File: src/rtl/sequential_divider.sv
// Unsigned restoring divider: one quotient bit per clock, fixed WIDTH+1 clock latency.
// Divide by zero falls out of the datapath as all-ones quotient and remainder = dividend.
module sequential_divider #(
  parameter int unsigned WIDTH = 256
) (
  input  logic             clk,
  input  logic             rst,
  input  logic             start,
  input  logic [WIDTH-1:0] dividend,
  input  logic [WIDTH-1:0] divisor,
  output logic [WIDTH-1:0] quotient,
  output logic [WIDTH-1:0] remainder,
  output logic             quotientDone,
  output logic             divByZero,
  output logic             busy
);

  localparam int unsigned CW = $clog2(WIDTH);
  localparam int unsigned PW = WIDTH + 1;

  typedef enum logic [1:0] {
    IDLE = 2'd0,
    RUN  = 2'd1,
    DONE = 2'd2
  } state_e;

  state_e           state_q, state_d;
  logic [PW-1:0]    p_q, p_d;
  logic [WIDTH-1:0] q_q, q_d;
  logic [WIDTH-1:0] d_q, d_d;
  logic [CW-1:0]    cnt_q, cnt_d;
  logic [WIDTH-1:0] quot_q, quot_d;
  logic [WIDTH-1:0] rem_q, rem_d;
  logic             done_q, done_d;
  logic             dbz_q, dbz_d;
  logic             busy_q, busy_d;

  logic [PW-1:0]    step_t;
  logic [PW-1:0]    step_s;
  logic [PW-1:0]    step_p;
  logic [WIDTH-1:0] step_q;

  // One restoring step; subtraction always evaluated, sign of S selects the result.
  always_comb begin
    step_t = {p_q[WIDTH-1:0], q_q[WIDTH-1]};
    step_s = step_t - {1'b0, d_q};
    step_p = step_s[WIDTH] ? step_t : step_s;
    step_q = {q_q[WIDTH-2:0], ~step_s[WIDTH]};
  end

  always_comb begin
    state_d = state_q;
    p_d     = p_q;
    q_d     = q_q;
    d_d     = d_q;
    cnt_d   = cnt_q;
    quot_d  = quot_q;
    rem_d   = rem_q;
    dbz_d   = dbz_q;
    done_d  = 1'b0;
    unique case (state_q)
      IDLE: begin
        if (start) begin
          q_d     = dividend;
          d_d     = divisor;
          p_d     = '0;
          cnt_d   = '0;
          state_d = RUN;
        end
      end
      RUN: begin
        p_d   = step_p;
        q_d   = step_q;
        cnt_d = cnt_q + CW'(1);
        // Last of WIDTH steps: publish the freshly computed bit along with the result.
        if (cnt_q == CW'(WIDTH - 1)) begin
          state_d = DONE;
          quot_d  = step_q;
          rem_d   = step_p[WIDTH-1:0];
          dbz_d   = (d_q == '0);
          done_d  = 1'b1;
        end
      end
      DONE: begin
        state_d = IDLE;
      end
      default: begin
        state_d = IDLE;
      end
    endcase
    busy_d = (state_d != IDLE);
  end

  always_ff @(posedge clk or negedge rst) begin
    if (!rst) begin
      state_q <= IDLE;
      p_q     <= '0;
      q_q     <= '0;
      d_q     <= '0;
      cnt_q   <= '0;
      quot_q  <= '0;
      rem_q   <= '0;
      done_q  <= 1'b0;
      dbz_q   <= 1'b0;
      busy_q  <= 1'b0;
    end else begin
      state_q <= state_d;
      p_q     <= p_d;
      q_q     <= q_d;
      d_q     <= d_d;
      cnt_q   <= cnt_d;
      quot_q  <= quot_d;
      rem_q   <= rem_d;
      done_q  <= done_d;
      dbz_q   <= dbz_d;
      busy_q  <= busy_d;
    end
  end

  assign quotient     = quot_q;
  assign remainder    = rem_q;
  assign quotientDone = done_q;
  assign divByZero    = dbz_q;
  assign busy         = busy_q;

endmodule
File: config.mk
export PLATFORM = sky130hd
export DESIGN_NAME = sequential_divider
export DESIGN_NICKNAME = d
export VERILOG_FILES = /design/src/rtl/sequential_divider.sv
export SDC_FILE = /design/constraint.sdc
export NUM_CORES = 2
export LEC_CHECK = 0
export ABC_CLOCK_PERIOD_IN_PS = 5100
export BUFFER_PORTS_ARGS = -buffer_cell sky130_fd_sc_hd__buf_2
export CORE_MARGIN = 5
export CORE_UTILIZATION = 40
export CTS_BUF_LIST = sky130_fd_sc_hd__clkbuf_2 sky130_fd_sc_hd__clkbuf_4 sky130_fd_sc_hd__clkbuf_8
export CTS_CLUSTER_DIAMETER = 50
export DETAILED_ROUTE_END_ITERATION = 12
export PLACE_DENSITY_LB_ADDON = 0.15
export SETUP_SLACK_MARGIN = 0.1
export SYNTH_ARGS = -nofsm -noshare
export SYNTH_HDL_FRONTEND = slang
export SYNTH_SLANG_ARGS = --single-unit
File: constraint.sdc
create_clock -name clk -period 5.1 [get_ports clk]
set_input_delay 0.51 -clock clk [delete_from_list [all_inputs] [get_ports clk]]
set_output_delay 0.51 -clock clk [all_outputs]
set_load 0.1 [all_outputs]
After elaboration in Yosys (flattened, before gate mapping)
Cells that the tools add are included.
{"block": "word_totals", "word_cells": 35, "ff_bits": 1293, "inputBits": 515}
{"block": "classes", "n_reduce_logical": 7, "n_bitwise": 1, "n_eq_ne": 3, "n_mux": 12, "n_addsub": 2}
{"cell": "one-hot mux 256 bit (2 select lines)", "count": 2}
{"cell": "2-to-1 mux 256 bit", "count": 3}
{"cell": "subtractor 257 x 256 -> 257 bit", "count": 1}
{"cell": "zero test 256 bit", "count": 1}
{"cell": "one-hot mux 8 bit (2 select lines)", "count": 1}
{"cell": "adder 8 x 1 -> 8 bit (second input constant)", "count": 1}
{"cell": "== test 8 bit (second input constant)", "count": 1}
{"cell": "2-to-1 mux 8 bit", "count": 1}
{"cell": "AND reduction 2 bit", "count": 3}
{"cell": "2-to-1 mux 2 bit", "count": 2}
{"cell": "one-hot mux 2 bit (2 select lines)", "count": 1}
{"cell": "nonzero test 2 bit", "count": 2}
{"cell": "== test 2 x 1 -> 1 bit (second input constant)", "count": 1}
{"cell": "zero test 2 bit", "count": 1}
{"cell": "2-to-1 mux 1 bit", "count": 2}
{"cell": "inequality test 2 bit (second input constant)", "count": 1}
{"cell": "NOT 1 bit", "count": 1}

Depth between registers and ports, before layout
{"block": "logic_depth", "ltp_word": 4, "depth_mapped": 20, "depth_no_buf": 18}

Least setup slack after synthesis
Ideal clock, no wire load.
{"block": "synth_timing", "path_kind": "register to register", "startpoint": "reg q_q[255]", "endpoint": "reg p_q[201]", "arrival_time_ns": 4.047, "period_less_slack_ns": 4.180, "path_slack_ns": 0.920, "path_stages_with_launch": 20, "setup_time_ns": 0.133, "required_time_ns": 4.967, "path_cell_list": "dfrtp_1 -> inv_1 -> ha_1 -> fa_1 -> nand2b_1 -> a21oi_1 -> o21ai_0 -> a2111oi_2 -> o21ai_0 -> a2111oi_0 -> a221oi_1 -> o211ai_2 -> nand2_1 -> o21a_1 -> xor2_2 -> buf_2 -> buf_4 -> buf_2 -> mux2i_1 -> o21ai_0"}
{"block": "synth_between", "elab_chain_len": 3}
{"element": "from (decl)", "line": "29", "text": "logic [WIDTH-1:0] q_q, q_d;"}
{"element": "from (signal assigned)", "line": "109", "text": "q_q <= q_d;"}
{"element": "subtractor 257 x 256 -> 257 bit", "line": "46", "text": "step_s = step_t - {1'b0, d_q};"}
{"element": "2-to-1 mux 256 bit", "line": "47", "text": "step_p = step_s[WIDTH] ? step_t : step_s;"}
{"element": "one-hot mux 256 bit (2 select lines)", "line": "61", "text": "unique case (state_q)"}
{"element": "to (signal assigned)", "line": "108", "text": "p_q <= p_d;"}
{"element": "to (decl)", "line": "28", "text": "logic [PW-1:0] p_q, p_d;"}
Every way passes these cells.
A chain may end at the register's enable or synchronous reset.

Worst setup path after layout
{"block": "layout_timing", "startpoint": "reg d_q[94]", "endpoint": "reg p_q[213]"}
{"block": "layout_between", "elab_chain_len": 3}
{"element": "from (decl)", "line": "30", "text": "logic [WIDTH-1:0] d_q, d_d;"}
{"element": "from (signal assigned)", "line": "99", "text": "d_q <= '0;"}
{"element": "from (signal assigned)", "line": "110", "text": "d_q <= d_d;"}
{"element": "subtractor 257 x 256 -> 257 bit", "line": "46"}
{"element": "2-to-1 mux 256 bit", "line": "47"}
{"element": "one-hot mux 256 bit (2 select lines)", "line": "61"}
Every way passes these cells.

==> summary by stage <==
CTS
The library cell used as clock root buffer is clkbuf_8. Clock tree synthesis found a total of 1293 sinks. TritonCTS built the clock tree. Clock-pin slew was measured on the worst setup and hold paths at 60 ps.

The deepest level of the CTS H-tree is 4. The number of buffers between clock root and the deepest sink is 3. The number of buffers created by CTS is 228.

The clock latency of the later-clocked register in the worst-skew pair is 1040 ps.

Worst setup path
STA puts the critical path data required time at 5940 ps. The biggest fanout along the worst timing path is 5. The worst setup path is captured at a flip-flop.

The worst setup path is of the reg2reg kind. STA classifies the critical path startpoint as a flip-flop. The arrival time reported for the critical path endpoint is 5790 ps.

Die
The die is 440 um wide. The die height is 440 um. The initial cell density of the core is 40.3%. The row count is 157. The region available for standard cell placement spans 183000 um^2. The number of ports placed on the die boundary is 1030. The floorplan die area is 193000 um^2.

Synthesis
The number of synthesized register bits is 1293. The fraction of synthesis flops using an asynchronous set or reset pin is 100%. The number of enable-type register cells in the synthesized netlist is 0. The number of nets in the synthesized netlist is 9920. The share of the yosys chip area belonging to registers is 43.8%.

The instance count of the mapped netlist is 9147. The number of unique standard cell types used by synthesis is 96. The Yosys step of the flow raised 0 warnings. The netlist area before placement is 73900 um^2. The predominant post-synthesis flop cell is dfrtp_1. The mean post-synth cell area is 8.08 um^2.

Cells and area
The commonest non-fill, non-tap cell in the layout is nand2_1. The top cell types in the final layout, fill and taps aside, are 2008 x nand2_1, 1291 x dfrtp_1, 1213 x o21ai_0. The flip-flop and latch area is 32400 um^2. The post-layout net count is 11700. The multi-input logic area is 38800 um^2. The filler cells instantiated in the layout total 17800. The share of post-route cells with drive strength above 1 is 20.6%. The core utilization of the finished layout is 52.7%. From synthesis to final layout, the design area changed by 30.8%.

Placement
Routability-driven placement finished with a final weighted congestion of 1.01. The detailed-placement wirelength estimate is 264000 um. Buffers placed on the I/O ports in this run total 1029.

Detailed routing
Across all layers, the routed design uses 76500 vias. Signal routing reaches up to met5. In the routed design, unresolved DRC markers number 0. Once detail routing completed, the nets flagged for antenna violations numbered 0. In the detailed route, the total length drawn on met3 is 21900 um. The average vias per placed instance is 5.61. After the first detailed-routing iteration, the DRC count stood at 7000. The total routed wire length on the met1 layer is 144000 um. The met2 layer wire length in the routed design is 157000 um. Dividing the detail-routed wire length by the instance count gives 25.2 um. The routed wire length is 344000 um. The first TritonRoute pass finished after 6 iterations.

Run status
The flow ran to the end, and the final reports show no timing, DRC or antenna violations.

Global routing
The via count of the first global-routing pass is 76000. Entering global routing, the biggest net connects 194 pins. The remaining global-route overflow is 0. The first global-routing pass estimated 501000 um of wire. The number of antenna violations at the first check in global routing was 47. The total global-route track usage is 34.1%.

Worst hold path
In this run the worst hold path is classified as in2async.

STA
The number of max-slew violations in the final report is 0. The final number of hold-violating endpoints is 0. Clock skew on the completed layout was measured at 72.4 ps. The tightest slew margin relative to the limit is 9.64%. The final critical-path share of the clock period is 97.1%.

Setup repair after global routing could not meet its margin everywhere. The number of setup violations in the final report is 0. The maximum clock frequency is 202 MHz. The final critical path time including I/O delays and setup is 4950 ps.

The slew at the pin closest to its max-slew limit is 1340 ps.

Run
The number of maximum-capacitance constraint violations is 0.
==> worst max-delay path, stage by stage, from the launching register on <==
cell and delay [ps]:
dfrtp_1 390, inv_1 130, ha_1 310, buf_4 180, nand2_1 80, nor2_1 80, nand2_1 270, nor3_1 130
and4_1 250, and2_1 210, nor2b_1 140, a2111oi_0 740, buf_4 240, a21oi_1 60, buf_4 160, a31o_2 320
a41oi_1 460, xor2_1 220, nor2_1 60, a21oi_1 220, o21ai_0 110
==> what timing repair did <==
| item | 4_1_cts | 5_1_grt |
|---|---|---|
| setup endpoints to repair | 514 | 511 |
| buffers inserted | 12 | 3 |
| pin swaps | 12 | 20 |
| hold endpoints to repair | 615 | 0 |
| cloned | 7 | 7 |
| hold buffers | 513 | 0 |
| gates resized for setup | 86 | 141 |
==> state kept, by name, summed over array words and instances, names as in the netlist <==
register	count
p_q	256
remainder	256
busy	1
d_q	256
cnt_q	8
divByZero	1
quotient	256
quotientDone	1
q_q	256
state_q	2
==> routing by layer <==
layer	track usage (%)	vias up
met1	44.7	37600
li1	-	35400
met4	16.4	16
met2	54.7	2799
met5	0	-
met3	6.12	650
==> cells by family (layout without fill, tap and decap cells) <==
| family | Yosys count | count (layout) | share of synthesized area [%] |
|---|---|---|---|
| buffers and inverters | 935 | 2911 | 4.92 |
| AND/OR/NAND/NOR | 3353 | 3353 | 19.7 |
| other | 0 | 39 | 0 |
| multiplexers | 41 | 41 | 0.567 |
| flip-flops | 1293 | 1293 | 43.8 |
| XOR/XNOR | 249 | 249 | 2.96 |
| AO/OA/AOI/OAI | 3018 | 3018 | 23.7 |
| adder cells (fa/ha/maj) | 258 | 258 | 4.38 |
==> through the flow <==
stage	setup slack [ps]	setup TNS [ps]	hold slack (ps)	area, um^2	cells
detailed placement	-586	-160930	456	84900	12600
CTS	101	0	125	95900	13600
global placement	-2020	-882270	454	84900	12600
global route	57.3	0	164	96700	13600
floorplan	920	0	214	73900	9147
finish	150	0	130	96700	13600
==> Yosys cell counts (all sizes together) (7+ instances only) <==
master,n,area (um^2)
o21ai,1268,6350
o21bai,80,601
nor2,519,1950
a22oi,275,2060
nor2b,274,1710
a21oi,936,4690
nand2b,28,175
a211oi,13,108
xor2,110,971
inv,328,1230
a41oi,9,97.6
and4,12,105
or4,8,60.1
nand4,197,1240
a21o,100,751
nand3,37,185
ha,257,3220
clkbuf,500,1880
o31a,7,61.3
a21boi,13,97.6
a22o,71,622
dfrtp,1293,32400
xnor2,139,1220
or3,21,131
o31ai,30,249
a31oi,38,244
and3,8,50.1
mux2i,34,340
and2,8,50.1
nor3,94,480
or2,27,169
a2111oi,8,108
o21a,57,428
o211ai,27,213
a31o,10,87.6
a221oi,18,164
buf,107,523
nor4,99,634
mux2,7,78.8
nand2,2010,7540
==> final timing paths <==
path	startpoint	to	slack (ps)	cells past startpoint
worst max-delay path	d_q[94]	p_q[213]	150	20
worst min-delay path	rst	remainder[110]	130	2
worst max register to register	d_q[94]	p_q[213]	150	20
worst min register to register	quotient[219]	quotient[219]	470	2
max in group asynchronous	rst	p_q[79]	3600	3
min in group clk	divisor[67]	d_q[67]	220	4
==> final cells by class <==
class | count | area share, %
clock inverter | 60 | 0.846
tap | 2464 | 3.19
multi-input combinational | 6919 | 40.1
sequential | 1293 | 33.5
inverter | 328 | 1.28
antenna | 39 | 0.101
clock buffer | 344 | 4.53
timing repair buffer | 2179 | 16.5
Power is left out: the tool's default activity adds up to more than one toggle a clock period on the data nets, which glitch-free logic cannot reach.
